==> src/rtl/tt_bin_clock_v2_pkg.sv <==
// Shared types and constants for the binary alarm clock: field limits,
// alarm FSM states and the 12/24 h hour display mapping.
package tt_bin_clock_pkg;

  typedef enum logic {
    IDLE = 1'b0,
    RING = 1'b1
  } alarm_state_e;

  localparam int SEC_MAX = 59;
  localparam int MIN_MAX = 59;
  localparam int HR_MAX  = 23;

  // 12 h mode shows midnight and noon as 12.
  function automatic logic [4:0] hour_disp(input logic [4:0] h, input logic mode_24);
    if (mode_24) return h;
    if (h == 5'd0 || h == 5'd12) return 5'd12;
    return (h > 5'd12) ? h - 5'd12 : h;
  endfunction

endpackage

==> src/rtl/tt_bin_clock_v2_if.sv <==
// User controls and display outputs of the binary alarm clock, bundled
// so the clock core and its driver share one port.
interface tt_bin_clock_v2_if;

  logic       time_set;
  logic       alarm_set;
  logic       id_switch;
  logic       hour_id;
  logic       minute_id;
  logic       seconds_id;
  logic       mode_24;
  logic       alarm_en;
  logic [4:0] hour_out;
  logic [5:0] minute_out;
  logic [5:0] seconds_out;
  logic       pm_out;
  logic       alarm_out;
  logic       tick_o;

  modport master (
    output time_set, alarm_set, id_switch, hour_id, minute_id, seconds_id,
           mode_24, alarm_en,
    input  hour_out, minute_out, seconds_out, pm_out, alarm_out, tick_o
  );

  modport slave (
    input  time_set, alarm_set, id_switch, hour_id, minute_id, seconds_id,
           mode_24, alarm_en,
    output hour_out, minute_out, seconds_out, pm_out, alarm_out, tick_o
  );

endinterface

==> src/rtl/tt_bin_clock_v2_modcnt.sv <==
// Wrap-around up/down counter 0..MAX for one clock field; carry flags an
// increment that wraps MAX -> 0.
module tt_bin_clock_modcnt #(
  parameter int MAX = 59,
  parameter int W   = 6
) (
  input  logic         clk_i,
  input  logic         reset_i,
  input  logic         inc,
  input  logic         dec,
  output logic [W-1:0] value_o,
  output logic         carry
);

  logic [W-1:0] val_q, val_d;

  always_comb begin
    val_d = val_q;
    if (inc) begin
      val_d = (val_q == W'(MAX)) ? '0 : val_q + W'(1);
    end else if (dec) begin
      val_d = (val_q == '0) ? W'(MAX) : val_q - W'(1);
    end
  end

  always_ff @(posedge clk_i or posedge reset_i) begin
    if (reset_i) val_q <= '0;
    else         val_q <= val_d;
  end

  assign carry   = inc && (val_q == W'(MAX));
  assign value_o = val_q;

endmodule

==> src/rtl/tt_bin_clock_v2.sv <==
// Binary 24 h clock with 1 Hz prescaler, button-driven time/alarm adjust,
// 12/24 h display mapping and a self-expiring alarm ring.
module tt_bin_clock_v2
  import tt_bin_clock_pkg::*;
#(
  parameter int CLK_HZ  = 100,
  parameter int ALARM_S = 30,
  parameter int CNT_W   = $clog2(CLK_HZ)
) (
  input  logic             clk_i,
  input  logic             reset_i,
  tt_bin_clock_v2_if.slave bus
);

  logic [CNT_W-1:0] cnt_q, cnt_d;
  logic             tick;

  logic [2:0] btn_in, btn_q, rise;
  logic       armed_q;
  logic       any_rise;

  alarm_state_e state_q;
  logic [7:0]   ring_cnt_q;
  logic         alarm_q;

  logic adj_en, time_adj, alarm_adj, up;
  logic sel_s, sel_m, sel_h, sel_am, sel_ah;

  logic [5:0] sec_q, min_q, am_q;
  logic [4:0] hr_q, ah_q;
  logic       sec_carry, min_carry, hr_carry;
  logic       am_carry_unused, ah_carry_unused;
  logic       alarm_hit, alarm_view;
  logic [4:0] disp_h;

  assign tick = (cnt_q == CNT_W'(CLK_HZ - 1)) && !bus.time_set;

  always_comb begin
    cnt_d = cnt_q + CNT_W'(1);
    if (bus.time_set || tick) cnt_d = '0;
  end

  always_ff @(posedge clk_i or posedge reset_i) begin
    if (reset_i) cnt_q <= '0;
    else         cnt_q <= cnt_d;
  end

  // armed_q blanks the first cycle after reset so a button held through
  // reset is not mistaken for a fresh press.
  assign btn_in   = {bus.hour_id, bus.minute_id, bus.seconds_id};
  assign rise     = btn_in & ~btn_q & {3{armed_q}};
  assign any_rise = |rise;

  always_ff @(posedge clk_i or posedge reset_i) begin
    if (reset_i) begin
      btn_q   <= '0;
      armed_q <= 1'b0;
    end else begin
      btn_q   <= btn_in;
      armed_q <= 1'b1;
    end
  end

  // A press while ringing only dismisses, it never adjusts.
  assign adj_en    = (state_q == IDLE);
  assign time_adj  = adj_en && bus.time_set;
  assign alarm_adj = adj_en && !bus.time_set && bus.alarm_set;
  assign up        = bus.id_switch;

  assign sel_s  = rise[0];
  assign sel_m  = rise[1] && !rise[0];
  assign sel_h  = rise[2] && !rise[1] && !rise[0];
  assign sel_am = rise[1];
  assign sel_ah = rise[2] && !rise[1];

  tt_bin_clock_modcnt #(.MAX(SEC_MAX), .W(6)) u_sec (
    .clk_i   (clk_i),
    .reset_i (reset_i),
    .inc     (tick | (time_adj & sel_s & up)),
    .dec     (time_adj & sel_s & ~up),
    .value_o (sec_q),
    .carry   (sec_carry)
  );

  tt_bin_clock_modcnt #(.MAX(MIN_MAX), .W(6)) u_min (
    .clk_i   (clk_i),
    .reset_i (reset_i),
    .inc     ((tick & sec_carry) | (time_adj & sel_m & up)),
    .dec     (time_adj & sel_m & ~up),
    .value_o (min_q),
    .carry   (min_carry)
  );

  tt_bin_clock_modcnt #(.MAX(HR_MAX), .W(5)) u_hr (
    .clk_i   (clk_i),
    .reset_i (reset_i),
    .inc     ((tick & sec_carry & min_carry) | (time_adj & sel_h & up)),
    .dec     (time_adj & sel_h & ~up),
    .value_o (hr_q),
    .carry   (hr_carry)
  );

  tt_bin_clock_modcnt #(.MAX(MIN_MAX), .W(6)) u_alarm_m (
    .clk_i   (clk_i),
    .reset_i (reset_i),
    .inc     (alarm_adj & sel_am & up),
    .dec     (alarm_adj & sel_am & ~up),
    .value_o (am_q),
    .carry   (am_carry_unused)
  );

  tt_bin_clock_modcnt #(.MAX(HR_MAX), .W(5)) u_alarm_h (
    .clk_i   (clk_i),
    .reset_i (reset_i),
    .inc     (alarm_adj & sel_ah & up),
    .dec     (alarm_adj & sel_ah & ~up),
    .value_o (ah_q),
    .carry   (ah_carry_unused)
  );

  // Match against the time this tick produces, i.e. alarm_h:alarm_m:00.
  always_comb begin
    alarm_hit = 1'b0;
    if (tick && sec_carry) begin
      if (!min_carry)     alarm_hit = (am_q == min_q + 6'd1) && (ah_q == hr_q);
      else if (!hr_carry) alarm_hit = (am_q == '0) && (ah_q == hr_q + 5'd1);
      else                alarm_hit = (am_q == '0) && (ah_q == '0);
    end
  end

  always_ff @(posedge clk_i or posedge reset_i) begin
    if (reset_i) begin
      state_q    <= IDLE;
      ring_cnt_q <= '0;
      alarm_q    <= 1'b0;
    end else begin
      case (state_q)
        IDLE: begin
          if (alarm_hit && bus.alarm_en) begin
            state_q    <= RING;
            ring_cnt_q <= '0;
            alarm_q    <= 1'b1;
          end
        end
        RING: begin
          if (any_rise || !bus.alarm_en || bus.time_set ||
              (tick && ring_cnt_q == 8'(ALARM_S - 1))) begin
            state_q <= IDLE;
            alarm_q <= 1'b0;
          end else if (tick) begin
            ring_cnt_q <= ring_cnt_q + 8'd1;
          end
        end
        default: begin
          state_q <= IDLE;
          alarm_q <= 1'b0;
        end
      endcase
    end
  end

  assign alarm_view = !bus.time_set && bus.alarm_set;
  assign disp_h     = alarm_view ? ah_q : hr_q;

  assign bus.hour_out    = hour_disp(disp_h, bus.mode_24);
  assign bus.minute_out  = alarm_view ? am_q : min_q;
  assign bus.seconds_out = alarm_view ? 6'd0 : sec_q;
  assign bus.pm_out      = (hr_q >= 5'd12);
  assign bus.alarm_out   = alarm_q;
  assign bus.tick_o      = tick;

endmodule

==> src/flat_wrapper.sv <==
// flat-port wrapper written by rule: the top's interface ports become plain ports
module tt_bin_clock_v2_flat import tt_bin_clock_pkg::*;
#(
  parameter int CLK_HZ  = 100,
  parameter int ALARM_S = 30,
  parameter int CNT_W   = $clog2(CLK_HZ)
)
  (clk_i, reset_i, bus_time_set, bus_alarm_set, bus_id_switch, bus_hour_id, bus_minute_id, bus_seconds_id, bus_mode_24, bus_alarm_en, bus_hour_out, bus_minute_out, bus_seconds_out, bus_pm_out, bus_alarm_out, bus_tick_o);
  tt_bin_clock_v2_if bus_i ();
  input  logic clk_i;
  input  logic reset_i;
  input wire logic [$bits(bus_i.time_set)-1:0] bus_time_set;
  input wire logic [$bits(bus_i.alarm_set)-1:0] bus_alarm_set;
  input wire logic [$bits(bus_i.id_switch)-1:0] bus_id_switch;
  input wire logic [$bits(bus_i.hour_id)-1:0] bus_hour_id;
  input wire logic [$bits(bus_i.minute_id)-1:0] bus_minute_id;
  input wire logic [$bits(bus_i.seconds_id)-1:0] bus_seconds_id;
  input wire logic [$bits(bus_i.mode_24)-1:0] bus_mode_24;
  input wire logic [$bits(bus_i.alarm_en)-1:0] bus_alarm_en;
  output wire logic [$bits(bus_i.hour_out)-1:0] bus_hour_out;
  output wire logic [$bits(bus_i.minute_out)-1:0] bus_minute_out;
  output wire logic [$bits(bus_i.seconds_out)-1:0] bus_seconds_out;
  output wire logic [$bits(bus_i.pm_out)-1:0] bus_pm_out;
  output wire logic [$bits(bus_i.alarm_out)-1:0] bus_alarm_out;
  output wire logic [$bits(bus_i.tick_o)-1:0] bus_tick_o;
  assign bus_i.time_set = bus_time_set;
  assign bus_i.alarm_set = bus_alarm_set;
  assign bus_i.id_switch = bus_id_switch;
  assign bus_i.hour_id = bus_hour_id;
  assign bus_i.minute_id = bus_minute_id;
  assign bus_i.seconds_id = bus_seconds_id;
  assign bus_i.mode_24 = bus_mode_24;
  assign bus_i.alarm_en = bus_alarm_en;
  assign bus_hour_out = bus_i.hour_out;
  assign bus_minute_out = bus_i.minute_out;
  assign bus_seconds_out = bus_i.seconds_out;
  assign bus_pm_out = bus_i.pm_out;
  assign bus_alarm_out = bus_i.alarm_out;
  assign bus_tick_o = bus_i.tick_o;
  tt_bin_clock_v2 #(.CLK_HZ(CLK_HZ), .ALARM_S(ALARM_S), .CNT_W(CNT_W)) u_core (.clk_i(clk_i), .reset_i(reset_i), .bus(bus_i));
endmodule
==> config.mk <==
export PLATFORM = sky130hd
export DESIGN_NAME = tt_bin_clock_v2_flat
export DESIGN_NICKNAME = d
export VERILOG_FILES = /design/src/rtl/tt_bin_clock_v2_pkg.sv /design/src/rtl/tt_bin_clock_v2_if.sv /design/src/rtl/tt_bin_clock_v2_modcnt.sv /design/src/rtl/tt_bin_clock_v2.sv /design/src/flat_wrapper.sv
export SDC_FILE = /design/constraint.sdc
export NUM_CORES = 1
export LEC_CHECK = 0
export ABC_AREA = 1
export CORE_MARGIN = 8
export CORE_UTILIZATION = 35
export DETAILED_ROUTE_END_ITERATION = 12
export GPL_TIMING_DRIVEN = 0
export PLACE_DENSITY = 0.59
export RECOVER_POWER = 50
export SYNTH_ARGS = -nofsm -noshare
export SYNTH_HDL_FRONTEND = slang
export SYNTH_SLANG_ARGS = --single-unit
==> constraint.sdc <==
create_clock -name clk_i -period 1.8 [get_ports clk_i]
set_input_delay 0.36 -clock clk_i [delete_from_list [all_inputs] [get_ports clk_i]]
set_output_delay 0.36 -clock clk_i [all_outputs]
set_load 0.1 [all_outputs]
==> flow_summary.yaml, run 1 <==
clocking:
  cts_buffers: 5
  clock_path_buffers: 2
  h-tree-depth: 2
  clkTransAtPathRegs_ps: 70
  postCtsHoldBufs: 0
  cts_sinks: 49
  clock_latency_ps: 300
  cts_tree: "done"
  cts_root_buf: "clkbuf_16"
sta:
  hold_slack_ps: 488
  hold_violations: 0
  worst_pin_slew_ps: 688
  drv_slew: 0
  period_needed_ps: 2300
  grt_setup_unrepaired: "yes"
  setup_slack_ps: -498
  setup_violations: 18
  max_slew_margin_pct: 54.1
  fin_tns_setup_ps: -5150
  fmax_mhz: 435
  fin_crit_sh_pct: 128
  finalClockSkew_ps: 8.07
pwr:
  power.switching_mw: 4.47
  clockPowerShare_pct: 11.4
  power_frac_seq_pct: 20.3
  p_int_mw: 4.00
  p_per_area_mw_per_mm2: 1440
  ir_drop_uv: 1000
  p_leak_nw: 2.68
  switching_share_pct: 52.8
  power.total_mw: 8.48
  p_comb_share_pct: 68.3
logic_synthesis:
  syn_inst: 598
  async_reset_ff_share_pct: 100
  ys_ff_latch: 49
  ys_seq_area_share_pct: 30.3
  synth_edf_count: 0
  synth.distinct_cells: 44
  syn-cell-area_mm2: 0.00405
  synth_fp_nets: 627
  syn_avg_cell_area_um2: 6.77
  synth_ff_type: "dfrtp_1"
  synth_warnings: 0
grt:
  grt_first_pass_wirelength_um: 19300
  antenna_found_initial: 0
  grt_use_total_pct: 15.6
  grt_overflow: 0
  grt_pass1_vias: 4136
  grt_max_degree: 35
floorplanning:
  dieWidth_um: 124
  die_h_um: 124
  rows: 39
  dieArea_mm2: 0.0153
  core_mm2: 0.0114
  ioPinCount: 30
  start_util_pct: 35.6
critical_path:
  cp.arrival_ps: 1940
  required_ps: 1440
  worstSetupPathType: "reg2out"
  startpoint_type: "flop"
  critPathCaptureType: "primary output"
  critPathMaxFanout: 4
  reg2reg_depth: 16
final_layout:
  fin_area_mm2: 0.00589
  layout.cells.non_filler: 826
  diodes: 0
  utilization_pct: 51.8
  drive_above_1_share_pct: 32.5
  nets: 711
  syn_to_final_growth_pct: 45.5
detailed_routing:
  vias: 4291
  drc: 0
  drt-initial-drc-count: 278
  wire_per_inst_um: 14.7
  drtPass1Iterations: 5
  routed_wl_um: 12200
  viasPerCell: 5.19
  antenna_left: 0
run:
  drv_cap: 0
place:
  placed_cells: 770
  place_area_mm2: 0.00484
  gp_congestion: 0.878
  hpwlAfterDp_um: 8200
  port_buffers: 28
  post-place-ws_ps: -2140
outcome:
  outcome: "complete, but fails checks"
  violations: "setup timing"
hold_path:
  hp-class: "in2reg"
  hold_depth: 4
==> layer usage <==
metal | GRT usage [%] | share of wire [%]
met4 | 5.72 | 2.7
met3 | 2.69 | 4.3
met1 | 19.6 | 44
met2 | 26.2 | 49
met5 | 0 | 0
==> sequential cells by signal, indices dropped and copies added (netlist names) <==
register                  cells
u_core.btn_q                  3
u_core.u_min.value_o          6
u_core.armed_q                1
u_core.u_alarm_m.value_o      6
u_core.ring_cnt_q             8
u_core.cnt_q                  7
u_core.u_alarm_h.value_o      5
u_core.state_q                1
u_core.u_hr.value_o           5
u_core.bus.alarm_out          1
u_core.u_sec.value_o          6
==> path summary, 6_finish.rpt <==
check,startpoint,end,slack [ps]
worst max-delay path,u_core.u_alarm_h.value_o[3],bus_hour_out[3],-500
worst min-delay path,bus_id_switch,u_core.u_sec.value_o[4],490
worst max register to register,u_core.u_min.value_o[0],u_core.ring_cnt_q[1],-370
worst min register to register,u_core.bus.alarm_out,u_core.bus.alarm_out,510
max in group asynchronous,reset_i,u_core.u_hr.value_o[0],170
min in group asynchronous,reset_i,u_core.cnt_q[3],600
==> cells in the mapped netlist (all sizes together), types with 3 or more instances <==
| library cell | count | share of area (%) |
|---|---|---|
| o211ai | 11 | 2.0 |
| dfrtp | 49 | 30 |
| nor2 | 70 | 7.0 |
| o31ai | 4 | 0.74 |
| a21oi | 17 | 2.4 |
| or2 | 3 | 0.46 |
| a31oi | 6 | 0.93 |
| inv | 82 | 7.6 |
| buf | 9 | 1.3 |
| xor2 | 21 | 4.5 |
| nand2 | 152 | 15 |
| o21ai | 57 | 7.2 |
| nor3 | 12 | 1.9 |
| ha | 19 | 5.9 |
| nand3 | 56 | 7.4 |
| nand4 | 10 | 1.5 |
| xnor2 | 4 | 0.87 |
==> worst max-delay path: stages (launching register included) <==
cell and delay (ps):
dfrtp_1 420, inv_4 70, o21ai_4 180, ha_4 160, inv_2 40, nor2_4 80
nand2_2 80, nand3_4 100, inv_2 40, o211ai_1 200, buf_6 260
==> layout by cell type, fill, tap and decap left out, types with 12 or more instances in the layout <==
master and n:
nand2_2 14, buf_6 20, inv_2 12, o21ai_1 14, nand2_1 128, nor2_4 14, buf_4 40, dfrtp_1 44
nand3_2 12, nor2_1 46, inv_1 59, nand3_1 42, xor2_1 20, o21ai_0 24, ha_1 14
==> repair_timing <==
item / in CTS / in global routing
endpoints found under the hold margin: 0 / 0
setup buffers: 32 / 18
endpoints found under the setup margin: 49 / 51
pin swaps: 23 / 29
resized for setup: 203 / 91
cloned: 0 / 2
==> cells by family after synthesis <==
family | count (synthesis) | share of synthesized area (%)
AO/OA/AOI/OAI | 105 | 15.3
XOR/XNOR | 25 | 5.41
adder cells (fa/ha/maj) | 19 | 5.87
buffers and inverters | 94 | 9.46
flip-flops | 49 | 30.3
other | 1 | 0.0926
AND/OR/NAND/NOR | 305 | 33.5
==> layout make-up <==
type                       instances  area, um^2
clock inverter                     3        22.5
fill                            1059        5480
buffer                             9         113
clock buffer                       5         125
multi-input combinational        456        3020
inverter                          83         379
sequential                        49        1230
timing repair buffer              78         818
tap                              143         179
==> power groups by stage <==
| stage | clock network, mW | logic (mW) | registers, mW |
|---|---|---|---|
| finish | 0.963 | 5.79 | 1.72 |
| global route | 1.04 | 6.23 | 1.76 |
| CTS | 1.00 | 5.30 | 1.70 |
| detailed placement | 0 | 4.70 | 1.74 |
| global placement | 0 | 4.65 | 1.73 |
| floorplan | 0 | 3.83 | 1.63 |
Power figures use the tool's default switching activity.
==> run 2: changes to the inputs <==
--- a/config.mk
+++ b/config.mk
@@ -6,10 +6,11 @@
 export NUM_CORES = 1
 export LEC_CHECK = 0
 export ABC_AREA = 1
+export CAP_MARGIN = 40
 export CORE_MARGIN = 8
 export CORE_UTILIZATION = 35
+export CTS_CLUSTER_DIAMETER = 30
 export DETAILED_ROUTE_END_ITERATION = 12
-export GPL_TIMING_DRIVEN = 0
 export PLACE_DENSITY = 0.59
 export RECOVER_POWER = 50
 export SYNTH_ARGS = -nofsm -noshare
==> run 2 against run 1 <==
  * The flow still finishes with violations (setup timing)
  * Core utilization is 7.5 points higher
  * Total power grew 15%
  * Maximum frequency increased by 0.34%
  * Register-to-register slack improved by 100 ps
  * Hold slack got worse by 110 ps
  * Wire length grew 7.0%
  * Via count increased by 6.9%
  * First-iteration DRC count shrank 13%
  * Sequential share of layout area down 2.7 points
  * Clock power rose by 0.6%
  * Largest cell class unchanged
  * Largest power group unchanged
==> flow_summary.yaml, run 2 (synthesis results as in run 1) <==
sta:
  fin_tns_setup_ps: -4080
  fin_crit_sh_pct: 127
  worst_pin_slew_ps: 613
  fmax_mhz: 437
  setup_violations: 23
  finalClockSkew_ps: 9.68
  hold_violations: 0
  drv_slew: 0
  period_needed_ps: 2290
  hold_slack_ps: 377
  grt_setup_unrepaired: "yes"
  max_slew_margin_pct: 59.1
  setup_slack_ps: -491
clocking:
  cts_root_buf: "clkbuf_16"
  clock_latency_ps: 310
  cts_sinks: 49
  postCtsHoldBufs: 0
  clock_path_buffers: 2
  clkTransAtPathRegs_ps: 70
  cts_tree: "done"
  h-tree-depth: 2
  cts_buffers: 5
critical_path:
  r2r_start: "u_core.u_hr.value_o[0]"
  rrSetupSlack_ps: -270
  worstSetupPathType: "reg2out"
  reg2reg_to: "u_core.ring_cnt_q[5]"
  startpoint_type: "flop"
  critPathCaptureType: "primary output"
  reg2reg_depth: 16
  path_buf_inv: 4
  critPathMaxFanout: 3
  required_ps: 1440
  crit_path_max_incr_delay_ps: 360
  path_cells: "inv_2 > o21ai_4 > ha_4 > inv_4 > nor2_4 > nand2_2 > nand3_4 > inv_2 > o211ai_1 > clkbuf_16"
  crit_path_top_delay_cell: "dfrtp_1"
  cp_common_cell: "inv_2"
  cp.arrival_ps: 1930
  cp_top_family: "compound AO/OA/AOI/OAI gates"
final_layout:
  largest_register_ffs: 8
  utilization_pct: 59.3
  regMostFlops: "u_core.ring_cnt_q"
  mostFrequentLayoutCell: "buf_4"
  layout_common_cells: "buf_4 (110), nand2_1 (109), inv_1 (53), dfrtp_1 (46), nor2_1 (44)"
  drive_above_1_share_pct: 43.2
  syn_to_final_growth_pct: 66.5
  diodes: 0
  fin_area_mm2: 0.00674
  layout.cells.non_filler: 910
  largestRegisters: "u_core.ring_cnt_q: 8 flops, u_core.cnt_q: 7 flops"
  nets: 796
detailed_routing:
  routedLengthMet1_um: 5640
  topRoutingLayerUsed: "met4"
  drtPass1Iterations: 4
  routed_wl_um: 13000
  viasPerCell: 5.04
  dr_wl_met3_um: 552
  antenna_left: 0
  wl_met2_um: 6590
  drt-initial-drc-count: 243
  vias: 4589
  wire_per_inst_um: 14.3
  drc: 0
floorplanning:
  start_util_pct: 35.6
  ioPinCount: 30
  die_h_um: 124
  dieArea_mm2: 0.0153
  dieWidth_um: 124
  rows: 39
  core_mm2: 0.0114
pwr:
  switching_share_pct: 49.6
  p_leak_nw: 3.15
  ir_drop_uv: 1230
  p_int_mw: 4.90
  p_comb_share_pct: 72.6
  power.switching_mw: 4.82
  power_frac_seq_pct: 17.4
  p_per_area_mw_per_mm2: 1440
  power.total_mw: 9.72
  clockPowerShare_pct: 10.0
place:
  placed_cells: 878
  hpwlAfterDp_um: 9570
  post-place-ws_ps: -928
  port_buffers: 29
  gp_congestion: 0.908
  place_area_mm2: 0.00585
grt:
  antenna_found_initial: 0
  grt_pass1_vias: 4598
  grt_max_degree: 20
  grt_first_pass_wirelength_um: 21100
  grt_overflow: 0
  grt_use_total_pct: 17.0
run:
  drv_cap: 0
hold_path:
  hold_start: "bus_minute_id"
  hp-class: "in2reg"
  min_to: "u_core.btn_q[1]"
  hold_depth: 1
outcome:
  outcome: "complete, but fails checks"
  violations: "setup timing"
run 2: cell count changes in the layout (fill, tap and decap cells not counted), moves of 6 or more:
| cell | delta |
|---|---|
| buf_4 | +70 |
| nand2_1 | -19 |
| nand2_2 | +16 |
| buf_12 | +10 |
| buf_6 | +8 |
| inv_2 | +7 |
| inv_1 | -6 |
run 2: final cells by class:
class	count	area, um^2
timing repair buffer	172	1700
multi-input combinational	456	3120
fill	989	4630
clock inverter	2	16.3
inverter	83	369
clock buffer	5	125
tap	143	179
sequential	49	1230
run 2: what timing repair did:
action,in CTS,in global routing
gates resized for setup,81,103
gates cloned,0,1
endpoints found under the setup margin,53,52
endpoints found under the hold margin,0,0
pin swaps,41,61
buffers inserted,19,17
run 2: worst max-delay path by stage:
stage                                 from              end  slack [ps]  cells after the start
6_report       u_core.u_alarm_h.value_o[3]  bus_hour_out[3]        -490                     10
5_1_grt        u_core.u_alarm_h.value_o[3]  bus_hour_out[3]        -590                     10
4_1_cts             u_core.u_hr.value_o[1]  bus_hour_out[3]        -450                     10
3_5_place_dp                  bus_time_set  bus_hour_out[3]        -930                     14
3_3_place_gp                  bus_time_set  bus_hour_out[3]        -860                     14
2_1_floorplan                 bus_time_set  bus_hour_out[3]       -1340                     10
run 2: power by group through the flow:
stage               combinational, mW  sequential, mW  clock [mW]
floorplan                        3.83            1.63           0
global placement                 6.09            1.66           0
detailed placement               6.17            1.66           0
CTS                              6.60            1.66        1.00
global route                     7.58            1.73        1.04
finish                           7.06            1.69       0.969
run 2: metal layers:
| metal | vias to the layer above | GRT usage, % |
|---|---|---|
| met5 | - | 0 |
| met4 | 0 | 5.19 |
| met3 | 17 | 3.65 |
| met2 | 93 | 29.5 |
| met1 | 2177 | 20.7 |
| li1 | 2302 | - |
